## src/rtl/i2c_cfg_pkg.sv

```systemverilog
// Shared types and constants for the audio-codec I2C configuration sequencer.
// Holds the FSM state encoding, the WM8731 register map and the layout of a
// table word (7-bit register address followed by 9-bit register data).
package i2c_cfg_pkg;

    typedef enum logic [3:0] {
        S_IDLE,
        S_SETTLE,
        S_LOAD,
        S_ISSUE,
        S_WAIT,
        S_NEXT,
        S_H_ISSUE,
        S_H_WAIT,
        S_ERR
    } state_t;

    // WM8731 register addresses
    localparam logic [6:0] R_LLIN   = 7'h00;
    localparam logic [6:0] R_RLIN   = 7'h01;
    localparam logic [6:0] R_LHPOUT = 7'h02;
    localparam logic [6:0] R_RHPOUT = 7'h03;
    localparam logic [6:0] R_APATH  = 7'h04;
    localparam logic [6:0] R_DPATH  = 7'h05;
    localparam logic [6:0] R_POWER  = 7'h06;
    localparam logic [6:0] R_DAIF   = 7'h07;
    localparam logic [6:0] R_SRATE  = 7'h08;
    localparam logic [6:0] R_ACTIVE = 7'h09;
    localparam logic [6:0] R_RESET  = 7'h0F;

    typedef struct packed {
        logic [6:0] reg_addr;
        logic [8:0] data;
    } cfg_word_t;

    function automatic cfg_word_t mk_word(input logic [6:0] a, input logic [8:0] d);
        cfg_word_t w;
        w.reg_addr = a;
        w.data     = d;
        return w;
    endfunction

endpackage

```

## src/rtl/i2c_cfg_rom.sv

```systemverilog
// Fixed codec configuration table: maps a table index to the 16-bit
// {reg, data} word. Indices past the populated entries read as zero.
module i2c_cfg_rom
    import i2c_cfg_pkg::*;
(
    input  logic [4:0]  idx,
    output logic [15:0] word
);

    cfg_word_t w;

    // Table lookup: reset, power, line-in L/R, HP-out L/R, paths, format, rate, active
    always_comb begin
        case (idx)
            5'd0:    w = mk_word(R_RESET,  9'h000);
            5'd1:    w = mk_word(R_POWER,  9'h000);
            5'd2:    w = mk_word(R_LLIN,   9'h017);
            5'd3:    w = mk_word(R_RLIN,   9'h017);
            5'd4:    w = mk_word(R_LHPOUT, 9'h079);
            5'd5:    w = mk_word(R_RHPOUT, 9'h079);
            5'd6:    w = mk_word(R_APATH,  9'h012);
            5'd7:    w = mk_word(R_DPATH,  9'h000);
            5'd8:    w = mk_word(R_DAIF,   9'h042);
            5'd9:    w = mk_word(R_SRATE,  9'h000);
            5'd10:   w = mk_word(R_ACTIVE, 9'h001);
            default: w = '0;
        endcase
    end

    assign word = w;

endmodule

```

## src/rtl/i2c_cfg_sequencer.sv

```systemverilog
// Codec configuration sequencer in front of a shared I2C bit engine.
// Walks the configuration table after reset (after a settle delay) or on
// cfg_go, and slots single host writes in at word boundaries.
// Optional feature macro: I2C_CFG_RETRY_EN (retry NACKed table words up to
// MAX_RETRY times before flagging cfg_error).
module i2c_cfg_sequencer
    import i2c_cfg_pkg::*;
#(
    parameter int         NUM_REGS    = 11,
    parameter logic [7:0] DEV_ADDR    = 8'h34,
    parameter int         SETTLE_CYC  = 50000,
    parameter int         TIMEOUT_CYC = 100000,
    parameter int         MAX_RETRY   = 3
) (
    input  logic        clk_50,
    input  logic        reset_n,
    input  logic        cfg_go,
    output logic [23:0] i2c_data,
    output logic        i2c_start,
    input  logic        i2c_end,
    input  logic        i2c_nack,
    input  logic        host_req,
    input  logic [23:0] host_data,
    output logic        host_ack,
    output logic        host_err,
    output logic        cfg_busy,
    output logic        cfg_done,
    output logic        cfg_error,
    output logic [4:0]  cfg_idx
);

    localparam int SET_W  = $clog2(SETTLE_CYC + 1);
    localparam int WD_RAW = $clog2(TIMEOUT_CYC + 1);
    localparam int WD_W   = (WD_RAW > 17) ? WD_RAW : 17;

    if (NUM_REGS < 1 || NUM_REGS > 32 || SETTLE_CYC < 1 || TIMEOUT_CYC < 2 || MAX_RETRY < 0)
    begin : g_param_check
        $error("i2c_cfg_sequencer: parameter out of range");
    end

    state_t            state, next_state;
    logic [SET_W-1:0]  settle_cnt, settle_nxt;
    logic [WD_W-1:0]   wdog, wdog_nxt;
    logic              go_pend, go_pend_nxt;
    logic [23:0]       data_nxt;
    logic [4:0]        idx_nxt;
    logic              start_nxt, ack_nxt, herr_nxt, busy_nxt, done_nxt, error_nxt;
    logic [15:0]       rom_word;
    logic              host_take, settle_done, wd_expire, last_word, retry_ok;
    logic              xfer_end, restart_req;

    i2c_cfg_rom u_rom (
        .idx  (cfg_idx),
        .word (rom_word)
    );

    // host_ack masks the request for one cycle so a host that drops
    // host_req in response to the ack is never served twice
    assign host_take   = host_req & ~host_ack;
    assign settle_done = (settle_cnt == SET_W'(SETTLE_CYC - 1));
    // start drops on the edge where the watchdog reaches TIMEOUT_CYC
    assign wd_expire   = ~i2c_end & (wdog == WD_W'(TIMEOUT_CYC - 1));
    assign xfer_end    = i2c_end | wd_expire;
    assign last_word   = (cfg_idx == 5'(NUM_REGS - 1));
    assign restart_req = go_pend | (cfg_go & ~cfg_busy);

`ifdef I2C_CFG_RETRY_EN
    localparam int RTY_W = (MAX_RETRY > 0) ? $clog2(MAX_RETRY + 1) : 1;
    logic [RTY_W-1:0] retry_cnt;

    assign retry_ok = (int'(retry_cnt) < MAX_RETRY);

    // Per-word NACK retry count, cleared whenever a new word is loaded
    always_ff @(posedge clk_50) begin
        if (!reset_n || state == S_LOAD)
            retry_cnt <= '0;
        else if (state == S_WAIT && i2c_end && i2c_nack && retry_ok)
            retry_cnt <= retry_cnt + 1'b1;
    end
`else
    assign retry_ok = 1'b0;
`endif

    // State register; reset always restarts the automatic configuration
    always_ff @(posedge clk_50) begin
        if (!reset_n) state <= S_SETTLE;
        else          state <= next_state;
    end

    // Next-state decode
    always_comb begin
        next_state = state;
        case (state)
            S_SETTLE:  if (settle_done) next_state = S_LOAD;
            S_LOAD:    next_state = host_take ? S_H_ISSUE : S_ISSUE;
            S_ISSUE:   if (!i2c_end) next_state = S_WAIT;
            S_WAIT: begin
                if (i2c_end)        next_state = i2c_nack ? (retry_ok ? S_ISSUE : S_ERR) : S_NEXT;
                else if (wd_expire) next_state = S_ERR;
            end
            S_NEXT:    next_state = last_word ? S_IDLE : S_LOAD;
            S_IDLE: begin
                if (host_take)   next_state = S_H_ISSUE;
                else if (cfg_go) next_state = S_LOAD;
            end
            S_H_ISSUE: if (!i2c_end) next_state = S_H_WAIT;
            S_H_WAIT:  if (xfer_end) next_state = (cfg_busy | restart_req) ? S_LOAD : S_IDLE;
            S_ERR:     next_state = S_IDLE;
            default:   next_state = S_IDLE;
        endcase
    end

    // Next values for the registered outputs and counters
    always_comb begin
        settle_nxt  = settle_cnt;
        wdog_nxt    = wdog;
        go_pend_nxt = go_pend;
        data_nxt    = i2c_data;
        idx_nxt     = cfg_idx;
        start_nxt   = i2c_start;
        ack_nxt     = 1'b0;
        herr_nxt    = 1'b0;
        done_nxt    = cfg_done;
        error_nxt   = cfg_error;
        case (state)
            S_SETTLE: begin
                settle_nxt = settle_cnt + 1'b1;
                if (settle_done) idx_nxt = '0;
            end
            S_LOAD: begin
                if (host_take) data_nxt = host_data;
                else           data_nxt = {DEV_ADDR, rom_word};
            end
            S_ISSUE, S_H_ISSUE: begin
                if (!i2c_end) begin
                    start_nxt = 1'b1;
                    wdog_nxt  = '0;
                end
                if (state == S_H_ISSUE) go_pend_nxt = restart_req;
            end
            S_WAIT, S_H_WAIT: begin
                if (wdog != '1) wdog_nxt = wdog + 1'b1;
                if (xfer_end) start_nxt = 1'b0;
                if (state == S_H_WAIT) begin
                    go_pend_nxt = restart_req;
                    if (xfer_end) begin
                        ack_nxt     = 1'b1;
                        herr_nxt    = i2c_end ? i2c_nack : 1'b1;
                        go_pend_nxt = 1'b0;
                        if (restart_req) begin
                            idx_nxt   = '0;
                            done_nxt  = 1'b0;
                            error_nxt = 1'b0;
                        end
                    end
                end
            end
            S_NEXT: begin
                if (last_word) done_nxt = 1'b1;
                else           idx_nxt  = cfg_idx + 5'd1;
            end
            S_IDLE: begin
                if (host_take) begin
                    data_nxt    = host_data;
                    go_pend_nxt = cfg_go;
                end else if (cfg_go) begin
                    idx_nxt   = '0;
                    done_nxt  = 1'b0;
                    error_nxt = 1'b0;
                end
            end
            S_ERR:   error_nxt = 1'b1;
            default: ;
        endcase
    end

    // Busy covers the table states; a host transfer inherits the table's status
    always_comb begin
        case (next_state)
            S_SETTLE, S_LOAD, S_ISSUE, S_WAIT, S_NEXT: busy_nxt = 1'b1;
            S_H_ISSUE, S_H_WAIT:                       busy_nxt = cfg_busy;
            default:                                   busy_nxt = 1'b0;
        endcase
    end

    // Output and counter registers
    always_ff @(posedge clk_50) begin
        if (!reset_n) begin
            settle_cnt <= '0;
            wdog       <= '0;
            go_pend    <= 1'b0;
            i2c_data   <= '0;
            i2c_start  <= 1'b0;
            host_ack   <= 1'b0;
            host_err   <= 1'b0;
            cfg_busy   <= 1'b0;
            cfg_done   <= 1'b0;
            cfg_error  <= 1'b0;
            cfg_idx    <= '0;
        end else begin
            settle_cnt <= settle_nxt;
            wdog       <= wdog_nxt;
            go_pend    <= go_pend_nxt;
            i2c_data   <= data_nxt;
            i2c_start  <= start_nxt;
            host_ack   <= ack_nxt;
            host_err   <= herr_nxt;
            cfg_busy   <= busy_nxt;
            cfg_done   <= done_nxt;
            cfg_error  <= error_nxt;
            cfg_idx    <= idx_nxt;
        end
    end

endmodule

```

## config.mk

```make
export PLATFORM = sky130hd
export DESIGN_NAME = i2c_cfg_sequencer
export DESIGN_NICKNAME = d
export VERILOG_FILES = /design/src/rtl/i2c_cfg_pkg.sv /design/src/rtl/i2c_cfg_rom.sv /design/src/rtl/i2c_cfg_sequencer.sv
export SDC_FILE = /design/constraint.sdc
export NUM_CORES = 1
export LEC_CHECK = 0
export CAP_MARGIN = 20
export CELL_PAD_IN_SITES_DETAIL_PLACEMENT = 1
export CELL_PAD_IN_SITES_GLOBAL_PLACEMENT = 2
export CORE_UTILIZATION = 34
export CTS_BUF_LIST = sky130_fd_sc_hd__clkbuf_8 sky130_fd_sc_hd__clkbuf_16
export DETAILED_ROUTE_END_ITERATION = 8
export HOLD_SLACK_MARGIN = 0.05
export PLACE_DENSITY_LB_ADDON = 0.1
export SYNTH_ARGS = -nofsm -noshare
export SYNTH_HDL_FRONTEND = slang
export SYNTH_SLANG_ARGS = --single-unit
export TNS_END_PERCENT = 30
```

## constraint.sdc

```tcl
create_clock -name clk_50 -period 7.7 [get_ports clk_50]
set_clock_uncertainty 0.05 [all_clocks]
set_input_delay 2.31 -clock clk_50 [delete_from_list [all_inputs] [get_ports clk_50]]
set_output_delay 2.31 -clock clk_50 [all_outputs]
set_load 0.02 [all_outputs]
```

==> flow_summary.yaml <==
floorplanning:
  rows: 38
  floorplan.initialDensity_pct: 35.6
  die_y_um: 110
  core-area_um2: 11100
  dieArea_um2: 12000
  ioPinCount: 65
  die_w_um: 110
routing:
  firstDrtPassIters: 4
  vias_per_cell: 5.37
  wl_um: 10900
  route.vias.total: 3542
  drcViolationCount: 0
  drt_iter0_drc: 217
  postRouteAntennaNets: 0
  wl_per_cell_um: 16.6
synth:
  ys.warnings.count: 0
  ys_seq_area_share_pct: 42.2
  synth_area_leader_cell: "dfxtp_1"
  synth_nets: 501
  synth_top_area_share_pct: 42.2
  async_reset_ff_share_pct: 0
  syn_area_um2: 3940
  ys_seq_elements: 83
  ys_top_cells_by_area: "dfxtp_1, nor2_1, xor2_1"
  avgSynthCellArea_um2: 8.53
  synth_cells: 462
  synthDistinctLibCells: 64
  synth_edf_count: 0
  synth_flop_cell: "dfxtp_1"
grt:
  antenna_found_initial: 0
  met1_usage_pct: 26.8
  grt_overflow: 0
  grt_pass1_vias: 3491
  grt_pass1_wl_um: 17900
  grt_util_met2_pct: 30.7
  busiest_layer: "met2"
  grt_usage_pct: 19.5
  use_met3_pct: 2.90
  grt_max_degree: 40
cts:
  cts_tree: "done"
  ctsHtreeMaxLevel: 3
  insertion_delay_ps: 340
  cts_resized: 0
  clockBufferDepth: 2
  cts.sinks: 83
  cts_made_buffers: 9
  cts-root-buf: "clkbuf_16"
  cts_hold_buf: 0
  postCtsSetupRepairBufs: 0
  clk_pin_slew_ps: 60
place:
  dp.cells: 644
  dp_hpwl_um: 7880
  gp_congestion: 0.802
  io_buffers: 64
worst_setup_path:
  path_cells: "clkdlybuf4s50_1 > a21oi_1 > a22oi_1 > nand3_1 > mux2i_1 > nand2_1 > ha_1 > a221o_1 > a22oi_1"
  crit_family: "compound AO/OA/AOI/OAI gates"
  critPathCaptureType: "register"
  arrival_ps: 5110
  worst-path-stages: 9
  path_class: "in -> reg"
  start_kind: "input port"
  critical_path.most_common_cell: "a22oi_1"
  slowest_delay_ps: 550
  slowest_stage: "clkdlybuf4s50_1"
  critPathMaxFanout: 6
  crit_buf_inv: 1
  worst_ep_required_time_ps: 7910
  ff2ff_setup_slack_ps: 4050
  reg2reg_depth: 9
finish:
  seqCellArea_um2: 1660
  n_antenna_cell: 0
  final_nets: 554
  multi_input_area_um2: 2120
  final_common_cell: "dfxtp_1"
  syn2layout_area_growth_pct: 25.8
  drive_gt1_share_pct: 5.19
  most-common-layout-cells: "dfxtp_1, nor2_1, clkdlybuf4s50_1, nand2_1, nor3_1"
  final-instance-count-excl-fill: 660
  fillers: 1341
timing:
  final.setup.tns_ps: 0
  slew_violations: 0
  tightest_slew_ps: 1020
  fmax_mhz: 204
  slew_headroom_pct: 31.3
  rsz0062_at_grt: "false"
  hold_violations: 0
  finalSetupViolations: 0
  post-route-min-period_ps: 4910
  finalCritPeriodShare_pct: 63.7
power:
  p_per_area_nw_per_um2: 291
  peakVddDrop_mv: 0.144
  leakage_nw: 1.80
hold_path:
  holdPathStages: 2
  min_path_type: "reg -> reg"
run_status:
  outcome: "finished, final reports clean"
job:
  maxCapViolations: 0
==> worst reg2reg max path: cells and delay by family (launching register included) <==
kind	cells	cell delay, ps
and+or+nand+nor	4	1430
xor gates and xnor gates	1	190
muxes	1	380
adders and majority gates	1	400
DFF	1	660
AOI/OAI and AO/OA	2	470
==> worst paths after layout <==
kind,from,to
worst max register to register,state[1]$_SDFF_PN0_,register
worst max-delay path,cfg_go,register
worst min register to register,settle_cnt[1]$_SDFFE_PN0P_,settle_cnt[1]$_SDFFE_PN0P_
worst min-delay path,settle_cnt[1]$_SDFFE_PN0P_,settle_cnt[1]$_SDFFE_PN0P_
==> through the flow <==
stage          setup WS [ps]  hold WS (ps)  area (um2)  total power [mW]  util (%)
5_1_grt                 2540           467        4950              1.54      44.7
6_report                2790           445        4950              1.44      44.7
3_5_place_dp            2460           434        4660              1.03      42.1
3_3_place_gp            2570           414        4660              1.02      42.1
4_1_cts                 2800           443        4950              1.46      44.7
2_1_floorplan           3200           404        3940             0.867         -
==> final cells by class <==
| type | instances | area share, % |
|---|---|---|
| Multi-Input combinational cell | 341 | 42.7 |
| Sequential cell | 83 | 33.5 |
| Clock buffer | 13 | 5.66 |
| Inverter | 14 | 1.06 |
| Tap cell | 140 | 3.54 |
| Clock inverter | 3 | 0.253 |
| Timing Repair Buffer | 66 | 13.2 |
==> routing by layer <==
layer / wire length [um] / vias to the layer above / part of all wire, %
met1: 5440 / 1715 / 50
li1: - / 1751 / -
met3: 334 / 11 / 3.1
met5: 0 / - / 0
met4: 164 / 0 / 1.5
met2: 5000 / 65 / 46
==> cell families (layout without fill, tap and decap cells) <==
kind of cell | count (synthesis) | count (layout) | share of synthesized area, %
AND/OR/NAND/NOR | 208 | 208 | 28.2
adder cells (fa/ha/maj) | 9 | 9 | 2.86
flip-flops | 83 | 83 | 42.2
multiplexers | 3 | 3 | 0.762
AO/OA/AOI/OAI | 94 | 94 | 15.9
buffers and inverters | 38 | 96 | 4.07
XOR/XNOR | 27 | 27 | 6.00
==> power by group <==
group | total [mW] | switching [mW] | internal [mW]
Sequential | 0.530 | 0.0502 | 0.480
Combinational | 0.490 | 0.290 | 0.200
Clock | 0.420 | 0.169 | 0.251
==> cells in the mapped netlist (3+ instances only) <==
cell type  number
a211oi_1       10
a21oi_1        20
a22oi_1        17
and2_1          4
and3_1          6
and4_1          3
clkbuf_1       18
dfxtp_1        83
ha_1            9
inv_1          14
mux2i_1         3
nand2_1        33
nand2b_1        6
nand3_1        10
nand4_1         8
nand4b_1        3
nor2_1         68
nor2b_1         6
nor3_1         22
nor3b_1        12
nor4_1          3
o211ai_1        3
o21a_1          3
o21ai_0        15
o22ai_1         5
o31ai_1         3
or3_1           6
xnor2_1        10
xor2_1         17
No activity file was read; power rests on OpenSTA's default activity.
